==> src/rtl/serial_tc_sequencer_pkg.sv <==
// Shared types and sizing helpers for the serial two's-complement sequencer.
package serial_tc_pkg;

    typedef enum logic [1:0] {
        IDLE  = 2'd0,
        SHIFT = 2'd1,
        DRAIN = 2'd2,
        HOLD  = 2'd3
    } state_t;

    // Deepest cell latency the capture pipeline is built to cover.
    localparam int MAX_SER_LAT = 2;

    // Counter wide enough to hold any value 0..width.
    function automatic int cnt_width(input int width);
        return $clog2(width + 1);
    endfunction

endpackage

==> src/rtl/serial_tc_sequencer_if.sv <==
// Valid/ready word streams into and out of the serial two's-complement sequencer.
interface serial_tc_sequencer_if #(
    parameter int WIDTH = 8
);
    logic             in_valid;
    logic             in_ready;
    logic [WIDTH-1:0] in_data;
    logic             out_valid;
    logic             out_ready;
    logic [WIDTH-1:0] out_data;

    // Sequencer side.
    modport slave (
        input  in_valid, in_data, out_ready,
        output in_ready, out_valid, out_data
    );

    // Producer/consumer side.
    modport master (
        output in_valid, in_data, out_ready,
        input  in_ready, out_valid, out_data
    );
endinterface

==> src/rtl/serial_tc_sequencer_capture.sv <==
// Capture side of the sequencer: delays the per-bit valid by the cell latency
// and shifts the returning serial bits into a parallel word, MSB side in,
// so that bit j of the word ends up in cap_data[j].
module serial_tc_capture
    import serial_tc_pkg::*;
#(
    parameter int WIDTH   = 8,
    parameter int SER_LAT = 0
) (
    input  logic             t_clk,
    input  logic             r,
    input  logic             clr,
    input  logic             bit_vld,
    input  logic             ser_y,
    output logic [WIDTH-1:0] cap_data
);
    localparam int LAT = (SER_LAT > MAX_SER_LAT) ? MAX_SER_LAT : SER_LAT;

    logic             sample_en;
    logic [WIDTH-1:0] cap_q, cap_d;

    generate
        if (LAT > 0) begin : g_dly
            logic [LAT-1:0] dly_q, dly_d;

            // Advance the bit-valid pipeline by one slot per clock.
            always_comb begin
                dly_d = (dly_q << 1) | LAT'(bit_vld);
            end

            // Bit-valid pipeline register, matched to the cell latency.
            always_ff @(posedge t_clk or posedge r) begin
                if (r) dly_q <= '0;
                else   dly_q <= dly_d;
            end

            assign sample_en = dly_q[LAT-1];
        end else begin : g_nodly
            assign sample_en = bit_vld;
        end
    endgenerate

    // Clear at the start of a word, otherwise shift in one result bit per valid slot.
    always_comb begin
        cap_d = cap_q;
        if (clr) begin
            cap_d = '0;
        end else if (sample_en) begin
            cap_d = {ser_y, cap_q[WIDTH-1:1]};
        end
    end

    // Capture register.
    always_ff @(posedge t_clk or posedge r) begin
        if (r) cap_q <= '0;
        else   cap_q <= cap_d;
    end

    assign cap_data = cap_q;

endmodule

==> src/rtl/serial_tc_sequencer.sv <==
// Serial two's-complement sequencer: accepts a word, clocks it LSB first
// through the external serial negation cell, reassembles the result and
// holds it until the consumer takes it. One word in flight at a time.
// Optional macro SERTC_OVF_FLAG_EN adds the ovf output (operand was the most
// negative value, so its negation is unrepresentable).
module serial_tc_sequencer
    import serial_tc_pkg::*;
#(
    parameter int WIDTH   = 8,
    parameter int SER_LAT = 0
) (
    input  logic                  t_clk,
    input  logic                  r,
    serial_tc_sequencer_if.slave  bus,
    output logic                  busy,
    output logic                  ser_i,
    output logic                  ser_r,
    input  logic                  ser_y
`ifdef SERTC_OVF_FLAG_EN
    ,
    output logic                  ovf
`endif
);
    localparam int CNT_W = cnt_width(WIDTH);

    state_t           state_q, state_d;
    logic [CNT_W-1:0] cnt_q, cnt_d;
    logic [WIDTH-1:0] sh_q, sh_d;
    logic             accept;
    logic             out_hs;
    logic             in_ready;
    logic             out_valid;
    logic             bit_vld;
    logic [WIDTH-1:0] cap_data;

    // Next-state, serializer and handshake outputs.
    always_comb begin
        state_d   = state_q;
        cnt_d     = cnt_q;
        sh_d      = sh_q;
        in_ready  = 1'b0;
        out_valid = 1'b0;
        ser_i     = 1'b0;
        ser_r     = 1'b0;
        accept    = 1'b0;
        out_hs    = 1'b0;
        case (state_q)
            IDLE: begin
                in_ready = 1'b1;
                ser_r    = 1'b1;
                if (bus.in_valid) begin
                    accept  = 1'b1;
                    sh_d    = bus.in_data;
                    cnt_d   = '0;
                    state_d = SHIFT;
                end
            end
            SHIFT: begin
                ser_i = sh_q[0];
                ser_r = (cnt_q == '0);
                sh_d  = sh_q >> 1;
                if (cnt_q == CNT_W'(WIDTH - 1)) begin
                    cnt_d   = '0;
                    state_d = (SER_LAT > 0) ? DRAIN : HOLD;
                end else begin
                    cnt_d = cnt_q + CNT_W'(1);
                end
            end
            DRAIN: begin
                // Wait for the last bits still inside the cell.
                if (cnt_q == CNT_W'(SER_LAT - 1)) begin
                    cnt_d   = '0;
                    state_d = HOLD;
                end else begin
                    cnt_d = cnt_q + CNT_W'(1);
                end
            end
            HOLD: begin
                out_valid = 1'b1;
                if (bus.out_ready) begin
                    out_hs  = 1'b1;
                    state_d = IDLE;
                end
            end
            default: state_d = IDLE;
        endcase
    end

    // State, bit counter and operand shift register.
    always_ff @(posedge t_clk or posedge r) begin
        if (r) begin
            state_q <= IDLE;
            cnt_q   <= '0;
            sh_q    <= '0;
        end else begin
            state_q <= state_d;
            cnt_q   <= cnt_d;
            sh_q    <= sh_d;
        end
    end

    assign bit_vld       = (state_q == SHIFT);
    assign busy          = (state_q != IDLE);
    assign bus.in_ready  = in_ready;
    assign bus.out_valid = out_valid;
    assign bus.out_data  = cap_data;

    serial_tc_capture #(
        .WIDTH   (WIDTH),
        .SER_LAT (SER_LAT)
    ) u_capture (
        .t_clk    (t_clk),
        .r        (r),
        .clr      (accept),
        .bit_vld  (bit_vld),
        .ser_y    (ser_y),
        .cap_data (cap_data)
    );

`ifdef SERTC_OVF_FLAG_EN
    logic ovf_q, ovf_d;

    // Flag the most negative operand at accept; drop it when the result is taken.
    always_comb begin
        ovf_d = ovf_q;
        if (accept) begin
            ovf_d = (bus.in_data == {1'b1, {(WIDTH-1){1'b0}}});
        end else if (out_hs) begin
            ovf_d = 1'b0;
        end
    end

    // Overflow flag register.
    always_ff @(posedge t_clk or posedge r) begin
        if (r) ovf_q <= 1'b0;
        else   ovf_q <= ovf_d;
    end

    assign ovf = ovf_q;
`endif

endmodule
==> src/flat_wrapper.sv <==
// flat-port wrapper written by rule: the top's interface ports become plain ports
module serial_tc_sequencer_flat import serial_tc_pkg::*;
#(
    parameter int WIDTH   = 8,
    parameter int SER_LAT = 0
)
  (t_clk, r, busy, ser_i, ser_r, ser_y, bus_in_valid, bus_in_data, bus_out_ready, bus_in_ready, bus_out_valid, bus_out_data);
  serial_tc_sequencer_if #(.WIDTH(WIDTH)) bus_i ();
  input  logic t_clk;
  input  logic r;
  output logic busy;
  output logic ser_i;
  output logic ser_r;
  input  logic ser_y;
  input wire logic [$bits(bus_i.in_valid)-1:0] bus_in_valid;
  input wire logic [$bits(bus_i.in_data)-1:0] bus_in_data;
  input wire logic [$bits(bus_i.out_ready)-1:0] bus_out_ready;
  output wire logic [$bits(bus_i.in_ready)-1:0] bus_in_ready;
  output wire logic [$bits(bus_i.out_valid)-1:0] bus_out_valid;
  output wire logic [$bits(bus_i.out_data)-1:0] bus_out_data;
  assign bus_i.in_valid = bus_in_valid;
  assign bus_i.in_data = bus_in_data;
  assign bus_i.out_ready = bus_out_ready;
  assign bus_in_ready = bus_i.in_ready;
  assign bus_out_valid = bus_i.out_valid;
  assign bus_out_data = bus_i.out_data;
  serial_tc_sequencer #(.WIDTH(WIDTH), .SER_LAT(SER_LAT)) u_core (.t_clk(t_clk), .r(r), .bus(bus_i), .busy(busy), .ser_i(ser_i), .ser_r(ser_r), .ser_y(ser_y));
endmodule
==> config.mk <==
export PLATFORM = sky130hd
export DESIGN_NAME = serial_tc_sequencer_flat
export DESIGN_NICKNAME = d
export VERILOG_FILES = /design/src/rtl/serial_tc_sequencer_pkg.sv /design/src/rtl/serial_tc_sequencer_if.sv /design/src/rtl/serial_tc_sequencer_capture.sv /design/src/rtl/serial_tc_sequencer.sv /design/src/flat_wrapper.sv
export SDC_FILE = /design/constraint.sdc
export NUM_CORES = 1
export LEC_CHECK = 0
export CORE_MARGIN = 8
export CORE_UTILIZATION = 49
export DETAILED_ROUTE_END_ITERATION = 7
export GPL_ROUTABILITY_DRIVEN = 1
export MAX_ROUTING_LAYER = met4
export PLACE_DENSITY = 0.77
export SYNTH_ARGS = -nofsm -noshare
export SYNTH_HDL_FRONTEND = slang
export SYNTH_SLANG_ARGS = --single-unit
==> constraint.sdc <==
create_clock -name t_clk -period 1.9 [get_ports t_clk]
set_input_delay 0.285 -clock t_clk [delete_from_list [all_inputs] [get_ports t_clk]]
set_output_delay 0.285 -clock t_clk [all_outputs]
set_load 0.05 [all_outputs]
==> summary.txt <==
Crit path kind -> reg -> out
Initial Util -> 50.36%
Unrepaired setup endpoints after global routing -> no
Die Footprint -> 0.004326 sq mm
N_diodes -> 0
Critical path, cell by cell -> clkdlybuf4s50_1
Buf/Inv on CP -> 1
CP delay by family, top -> buffers and inverters
Tot GR Track Use -> 13.67%
Sinks on Clock Net -> 22
Final worst clock skew -> 0.01658 ns
Std cell rows -> 18
Clock Pin Slew Worst Setup and Hold Paths -> 0.14 ns
Maximum buffer depth of the clock tree -> 2
Peak Freq -> 545.9 MHz
Clock Root Buffer -> clkbuf_4
Core ar. -> 0.002410 sq mm
Total number of vias -> 980
Final min period -> 1.832 ns
Status -> completed
CP endpoint kind -> output pin
Routed len/inst -> 15.33 um
Leakage power -> 0.7243 nW
Chip Width -> 65.77 um
Htree depth -> 1
Post-DP HPWL -> 2.024 mm
Register area share after synthesis -> 45.36%
Gr ovfl total -> 0
Nets@finish -> 167
Setup violations, final -> 0
Yosys reg bits -> 22
Slew Limit Fails -> 0
CP Data Required Time -> 1.62 ns
Crit path DAT -> 1.55 ns
Worst relative slew slack -> 66.82%
Final hold violations -> 0
Post-synthesis cell count -> 115
Post-DR vias/cell -> 5.537
DRT Pass-1 Iters -> 6
Worst skew pair latency -> 0.32 ns
MaxCap Viol Count -> 0
# placed instances -> 169
Syn avg cell area -> 10.55 sq um
Largest net degree at the start of global routing -> 23
Final WS setup -> 0.06819 ns
Hold Buf Count CTS -> 0
DRT antenna net count -> 0
Vias in the first global route -> 1040
Proportion of layout cells with a drive suffix above 1 -> 16.33%
Main flop type after synthesis -> dfrtp_1
Power per Cell Area -> 1936 mW/mm^2
Syn nets -> 134
Worst-Margin Slew -> 0.4962 ns
Maximum VDD drop -> 1.239 mV
Die height -> 65.77 um
Startpoint types -> flop
EDFF count, synth -> 0
Final core area utilization -> 69.06%
Setup TNS Final -> 0 ns
Critical Path Max Stage Delay -> 0.82 ns
CP Max Fanout -> 3
Synth cell types -> 35
Yosys Warn Count -> 0
Fin crit share -> 96.41%
CTS tree -> built
Min-Delay Path Class -> in -> async
Dpl ws -> 0.1841 ns
WL final -> 2.713 mm
Total CTS buffers -> 3
Non-filler cells, final -> 177
Initial antenna violation count -> 0
Max stage delay cell, worst path -> clkdlybuf4s50_1
IO Pins -> 26
Synthesis-to-finish area growth -> 37.11%
Synth async-reset ratio -> 100.0%
Gpl congestion -> 0.8493
DRC violations left -> 0
First-pass GRT wire length -> 4.636 mm
Port Buffers -> 25
Mapped Area -> 0.001214 sq mm
First DRT Iteration DRCs -> 36
-- final cells by class --
class	instances	area [sq um]
repair buffers	33	347.8
inverters	7	26.28
well taps	30	37.54
clock inverters	1	30.03
fillers	182	745.7
clock buffers	3	22.52
flip-flops and latches	22	550.5
multi-input cells	81	649.4
-- worst reg2reg max path, stage by stage, from the launching register on --
cell and delay [ns]:
dfrtp_1 0.43, inv_2 0.08, ha_4 0.17, buf_4 0.18
mux2i_1 0.26, nand4_1 0.16, mux2_1 0.33
-- power by group --
part / switching [mW] / internal (mW) / total (mW)
Clock: 0.151 / 0.213 / 0.365
Combinational: 1.14 / 0.898 / 2.04
Sequential: 0.150 / 0.664 / 0.814
Total: 1.45 / 1.78 / 3.22
-- path summary, 6_finish.rpt --
path                                                     startpoint                                        to  slack, ns  cells after the start
setup / recovery           u_core.u_capture.cap_data[6]$_DFFE_PP0P_                           bus_out_data[6]       0.07                      1
hold / removal                                                    r  u_core.u_capture.cap_data[3]$_DFFE_PP0P_       0.28                      3
setup reg to reg                      u_core.state_q[1]$_DFFE_PP0P_             u_core.state_q[1]$_DFFE_PP0P_       0.19                      6
hold reg to reg                          u_core.sh_q[7]$_DFFE_PP0P_                u_core.sh_q[7]$_DFFE_PP0P_       0.52                      1
max in group asynchronous                                         r                u_core.sh_q[6]$_DFFE_PP0P_       1.38                      3
min in group t_clk                       u_core.sh_q[7]$_DFFE_PP0P_                u_core.sh_q[7]$_DFFE_PP0P_       0.52                      1
-- sequential cells by signal, indices dropped and copies added (netlist names) --
signal,count
u_core.state_q,2
u_core.cnt_q,4
u_core.sh_q,8
u_core.u_capture.cap_data,8
-- layout by cell type (no fill, tap or decap), types with 4 or more instances in the layout --
master,Yosys,final
ha_1,6,4
buf_4,1,9
dfrtp_1,22,22
inv_1,7,6
nor2_1,9,9
buf_12,0,4
mux2i_1,10,10
nand2_1,6,6
o221a_1,4,4
o22ai_1,5,5
nand2b_1,7,7
clkdlybuf4s50_1,0,20
-- metal layers --
layer / routed length [um] / part of all wire (%) / up-vias / global-route usage [%]
met4: 29 / 1.1 / 0 / 3.270
met5: 0 / 0 / - / -
li1: - / - / 484 / -
met1: 1136 / 42 / 471 / 14.18
met2: 1375 / 51 / 21 / 23.87
met3: 172 / 6.3 / 4 / 5.085
-- synthesized netlist by cell type, drive strengths merged, types with 2 or more instances --
master | instances | area share (%)
nor2b | 3 | 2.2
dfrtp | 22 | 45
and2 | 3 | 1.5
nand2 | 6 | 1.9
mux2 | 3 | 2.8
o21ai | 5 | 2.1
ha | 6 | 6.2
o22ai | 5 | 2.6
a22o | 2 | 1.4
mux2i | 10 | 8.2
o221a | 4 | 3.7
nand2b | 7 | 3.6
a21oi | 3 | 1.2
nor2 | 9 | 2.8
buf | 4 | 1.9
o211ai | 2 | 1.6
inv | 7 | 2.2
-- logic make-up after synthesis --
kind of cell | after synthesis | synth area share (%)
adder cells (fa/ha/maj) | 6 | 6.185
buffers and inverters | 12 | 4.330
AO/OA/AOI/OAI | 29 | 18.56
flip-flops | 22 | 45.36
multiplexers | 13 | 11.03
AND/OR/NAND/NOR | 33 | 14.54
-- through the flow --
step	area (sq um)	total power, mW	hold slack [ns]
after global placement	1562	2.717	0.4976
after global routing	1664	3.434	0.3278
after floorplan	1239	2.167	0.2742
after detailed placement	1562	2.774	0.4988
final	1664	3.222	0.2823
after CTS	1642	3.209	0.2916
-- repair_timing --
action | CTS | global route
resized for setup | 2 | 1
setup endpoints to repair | 2 | 1
pin swaps | 0 | 1
buffers inserted | 1 | 3
Note: power is estimated with default switching activity, not from simulation.
==> patch 1, RTL diff (config.mk and constraints unchanged) <==
`WIDTH` is set to 8 in 4 places; all go to 6.
--- a/src/rtl/serial_tc_sequencer_if.sv
+++ b/src/rtl/serial_tc_sequencer_if.sv
@@ -1,6 +1,6 @@
 // Valid/ready word streams into and out of the serial two's-complement sequencer.
 interface serial_tc_sequencer_if #(
-    parameter int WIDTH = 8
+    parameter int WIDTH = 6
 );
     logic             in_valid;
     logic             in_ready;
--- a/src/rtl/serial_tc_sequencer_capture.sv
+++ b/src/rtl/serial_tc_sequencer_capture.sv
@@ -4,7 +4,7 @@
 module serial_tc_capture
     import serial_tc_pkg::*;
 #(
-    parameter int WIDTH   = 8,
+    parameter int WIDTH   = 6,
     parameter int SER_LAT = 0
 ) (
     input  logic             t_clk,
--- a/src/rtl/serial_tc_sequencer.sv
+++ b/src/rtl/serial_tc_sequencer.sv
@@ -6,7 +6,7 @@
 module serial_tc_sequencer
     import serial_tc_pkg::*;
 #(
-    parameter int WIDTH   = 8,
+    parameter int WIDTH   = 6,
     parameter int SER_LAT = 0
 ) (
     input  logic                  t_clk,
--- a/src/flat_wrapper.sv
+++ b/src/flat_wrapper.sv
@@ -1,7 +1,7 @@
 // flat-port wrapper written by rule: the top's interface ports become plain ports
 module serial_tc_sequencer_flat import serial_tc_pkg::*;
 #(
-    parameter int WIDTH   = 8,
+    parameter int WIDTH   = 6,
     parameter int SER_LAT = 0
 )
   (t_clk, r, busy, ser_i, ser_r, ser_y, bus_in_valid, bus_in_data, bus_out_ready, bus_in_ready, bus_out_valid, bus_out_data);
Interface: changed (resized bus_in_data and bus_out_data); port bits go from 26 to 22. The function was not compared with the original's and may differ.
==> patch 1 against the unedited design <==
Sequential cell count is 5 lower; highest routed layer unchanged; total power is 16% lower; via count is 21% lower; design area is 16% lower; die area is 14% lower; area after synthesis is 18% lower; worst setup slack worse by 0.015 ns; clock skew is 0.013 ns lower; critical endpoint is now ser_r; routed wire length is 14% lower.
==> patch 1: results (changes against the unedited design) <==
| Quantity | This run | Unit | Delta |
|:---|:---|:---|:---|
| Number of buffer cells added on primary ports | 21 | - | -16% |
| Placer Congestion | 0.8116 | - | -4.4% |
| Number of cells traversed by the worst register-to-register path | 5 | - | -1 |
| Final non-filler cell total | 150 | - | -15% |
| Placed standard-cell area | 1284 | sq um | -18% |
| Post-DP HPWL | 1698 | um | -16% |
| Post-synthesis net count | 108 | - | -19% |
| Count of TritonRoute iterations in the first routing pass | 4 | - | -2 |
| Global Route Usage Sum | 12.95 | % | -0.73 points |
| P_int | 1.483 | mW | -17% |
| Largest cells by area after synthesis | sky130_fd_sc_hd__dfrtp_1 (43%), sky130_fd_sc_hd__ha_1 (10%), sky130_fd_sc_hd__mux2i_1 (7.0%), sky130_fd_sc_hd__o21ai_1 (3.5%), sky130_fd_sc_hd__o221a_1 (3.4%) | - |  |
| Clock insertion delay at the later pin of the skew report | 0.30 | ns | -0.02 ns |
| Global-route wire length before repair | 3443 | um | -26% |
| Status | completed | - |  |
| Footprint of the multi-input gates | 521.8 | sq um | -20% |
| Fill cells | 140 | - | -23% |
| Critical path fanouts, max | 12 | - | +9 |
| Slowest-stage cell, CP | sky130_fd_sc_hd__dfrtp_1 | - |  |
| Worst IR Drop VDD | 1223 | uV | -1.3% |
| LEAKAGE | 0.6249 | nW | -14% |
| Number of violations reported at the end of detailed-routing iteration 0 | 14 | - | -61% |
| Clock skew | 0.003958 | ns | -0.01262 ns |
| Worst slack, placed | 0.1608 | ns | -0.02322 ns |
| WL/cell | 15.56 | um | +1.5% |
| Instance count after placement with tap cells included | 137 | - | -19% |
| Clock slew at the register clock pins of the worst setup and hold paths | 0.10 | ns | -0.04 ns |
| Ratio of cells with drive above 1 in the final layout | 24.39 | % | +8.1 points |
| Total vias in the final route | 774 | - | -21% |
| Most numerous cell types in the synthesized netlist | sky130_fd_sc_hd__dfrtp_1 (17), sky130_fd_sc_hd__ha_1 (8), sky130_fd_sc_hd__inv_1 (8) | - |  |
| Highest cell delay on the worst timing path | 0.42 | ns | -0.40 ns |
[patch 1: cell count changes after synthesis, moves of 4 or more]
cell                      change
sky130_fd_sc_hd__nand2_1      -4
sky130_fd_sc_hd__o22ai_1      -5
sky130_fd_sc_hd__o21ai_1      +5
sky130_fd_sc_hd__dfrtp_1      -5
[patch 1: layer usage]
layer  wire length [um]  track usage [%]  up-vias  part of all wire, %
met3                147            3.549        7                  6.3
met1                987            13.89      363                   42
li1                   -                -      382                    -
met5                  0                -        -                    0
met2               1147            21.34       22                   49
met4                 51            6.645        0                  2.2
[patch 1: layout make-up]
class	instances	share of cell area (%)
Clock buffer	4	1.885
Inverter	9	2.693
Multi-Input combinational cell	59	37.43
Sequential cell	17	30.52
Tap cell	27	2.424
Timing Repair Buffer	34	25.04
[patch 1: timing repair]
item | in CTS | in global routing
setup buffers | 0 | 9
pin swaps | 0 | 0
hold buffers | 0 | 0
gates resized for setup | 1 | 2
endpoints found under the setup margin | 1 | 2
[patch 1: worst paths after layout]
check,from,endpoint,slack (ns)
min in group t_clk,u_core.cnt_q[1],u_core.cnt_q[1],0.53
worst min-delay path,r,u_core.state_q[1],0.37
worst min register to register,u_core.cnt_q[1],u_core.cnt_q[1],0.53
worst max register to register,u_core.state_q[0],u_core.state_q[1],0.22
worst max-delay path,u_core.state_q[1],ser_r,0.05
max in group asynchronous,r,u_core.sh_q[1],1.13
[patch 1: cell families after synthesis]
family,synth area share (%)
adder cells (fa/ha/maj),10.04
multiplexers,8.156
AND/OR/NAND/NOR,11.79
buffers and inverters,6.900
AO/OA/AOI/OAI,20.45
flip-flops,42.66
==> patch 2, RTL diff (same flow settings) <==
Made on the original files. Re-encode `state_t` (4 states) as Gray code, 2 bits wide.
--- a/src/rtl/serial_tc_sequencer_pkg.sv
+++ b/src/rtl/serial_tc_sequencer_pkg.sv
@@ -2,10 +2,10 @@
 package serial_tc_pkg;
 
     typedef enum logic [1:0] {
-        IDLE  = 2'd0,
-        SHIFT = 2'd1,
-        DRAIN = 2'd2,
-        HOLD  = 2'd3
+        IDLE  = 2'b00,
+        SHIFT = 2'b01,
+        DRAIN = 2'b11,
+        HOLD  = 2'b10
     } state_t;
 
     // Deepest cell latency the capture pipeline is built to cover.
Check against the original RTL: no difference found for any inputs over 10 cycles, from zero or initial values; not proved beyond that.
==> patch 2 against the unedited design <==
Core utilization grew 0.33 points; critical endpoint is now bus_out_data[7]; area after synthesis decreased by 15%; routed wire length shrank 27%; sequential cell count did not move; sequential power grew 7.7%; worst setup slack improved by 0.026 ns; die area down 11%; design area down 17%; total power decreased by 21%; critical path depth did not move; highest routed layer unchanged; combinational power fell by 35%.
==> patch 2: results (changes against the unedited design) <==
| Quantity | This run | Unit | Delta |
|:---|:---|:---|:---|
| Average size of a mapped cell | 10.46 | sq um | -0.84% |
| Placer Congestion | 0.8043 | - | -5.3% |
| Power consumed by the clock network | 0.350 | mW | -4% |
| Count of unique library cells instantiated by Yosys | 27 | - | -23% |
| First element of the critical path | u_core.u_capture.cap_data[7] | - |  |
| Post-synthesis sequential area ratio | 53.14 | % | +7.8 points |
| Clock insertion delay at the later pin of the skew report | 0.30 | ns | -0.02 ns |
| Post-synthesis net count | 114 | - | -15% |
| Footprint of the multi-input gates | 414.1 | sq um | -36% |
| Final nets | 141 | - | -16% |
| Total vias in the final route | 778 | - | -21% |
| Postcts setup bufs | 0 | - | -1 |
| Clock tree cell share of total cell area | 3.822 | % | +0.66 points |
| Multi-In Gates | 64 | - | -21% |
| Status | completed | - |  |
| Number of non-clock buffers | 28 | - | -15% |
| Largest cells by area after synthesis | sky130_fd_sc_hd__dfrtp_1 (53%), sky130_fd_sc_hd__a22o_1 (6.8%), sky130_fd_sc_hd__mux2i_1 (6.8%), sky130_fd_sc_hd__nand2_1 (5.8%), sky130_fd_sc_hd__o21ai_1 (3.9%) | - |  |
| WL met1 | 1015 | um | -11% |
| Normalized max-slew margin | 66.70 | % | -0.12 points |
| WL/cell | 13.03 | um | -15% |
| Start of the worst register-to-register path | u_core.state_q[0] | - |  |
| Worst IR Drop VDD | 1304 | uV | +5.3% |
| Global-route wire length before repair | 3470 | um | -25% |
| Placed standard-cell area | 1323 | sq um | -15% |
| Number of cells traversed by the worst register-to-register path | 4 | - | -2 |
| Count of instances resized after the clock tree is built | 0 | - | -2 |
| Non-clock buffer area fraction after layout | 21.66 | % | +0.75 points |
| Routed met3 length | 95 | um | -45% |
| Core Box Area | 1982 | sq um | -18% |
| Clock slew at the register clock pins of the worst setup and hold paths | 0.12 | ns | -0.02 ns |
| Total power after layout | 2.551 | mW | -21% |
| Vias in the first global route | 760 | - | -27% |
| Ratio of cells with drive above 1 in the final layout | 11.20 | % | -5.1 points |
| Detail Route met2 WL | 855 | um | -38% |
| Most numerous cell types in the synthesized netlist | sky130_fd_sc_hd__dfrtp_1 (22), sky130_fd_sc_hd__nand2_1 (16), sky130_fd_sc_hd__a22o_1 (8), sky130_fd_sc_hd__o21ai_1 (8) | - |  |
| Worst setup slack for register-to-register paths | 0.37 | ns | +0.18 ns |
| Fill cells | 151 | - | -17% |
| Clock period minus final worst setup slack | 1.806 | ns | -0.02631 ns |
| Seq power | 0.877 | mW | +7.7% |
| Worst hold margin | 0.2917 | ns | +0.009420 ns |
| Count of TritonRoute iterations in the first routing pass | 4 | - | -2 |
| Post-DP HPWL | 1494 | um | -26% |
patch 2: cell count changes after synthesis, sizes merged, moves of 3 or more:
cell,change
o21ai,+7
ha,-4
nand2b,-6
o22ai,-5
nand2,+10
mux2i,-3
mux2,-3
o221a,-4
a22o,+6
nor2,-6
patch 2: kinds of logic after synthesis:
group / Yosys count / share of synthesized area, %
AOI/OAI and AO/OA: 27 / 17.27
and+or+nand+nor: 26 / 11.60
DFF: 22 / 53.14
buffers and inverters: 13 / 7.126
muxes: 7 / 6.764
xor gates and xnor gates: 2 / 1.691
adders and majority gates: 2 / 2.415
patch 2: worst reg2reg max path, cell delays in order (launching register included):
cell	delay [ns]
sky130_fd_sc_hd__dfrtp_1	0.62
sky130_fd_sc_hd__nor2b_4	0.23
sky130_fd_sc_hd__buf_4	0.24
sky130_fd_sc_hd__mux2i_1	0.24
sky130_fd_sc_hd__o21ai_1	0.08
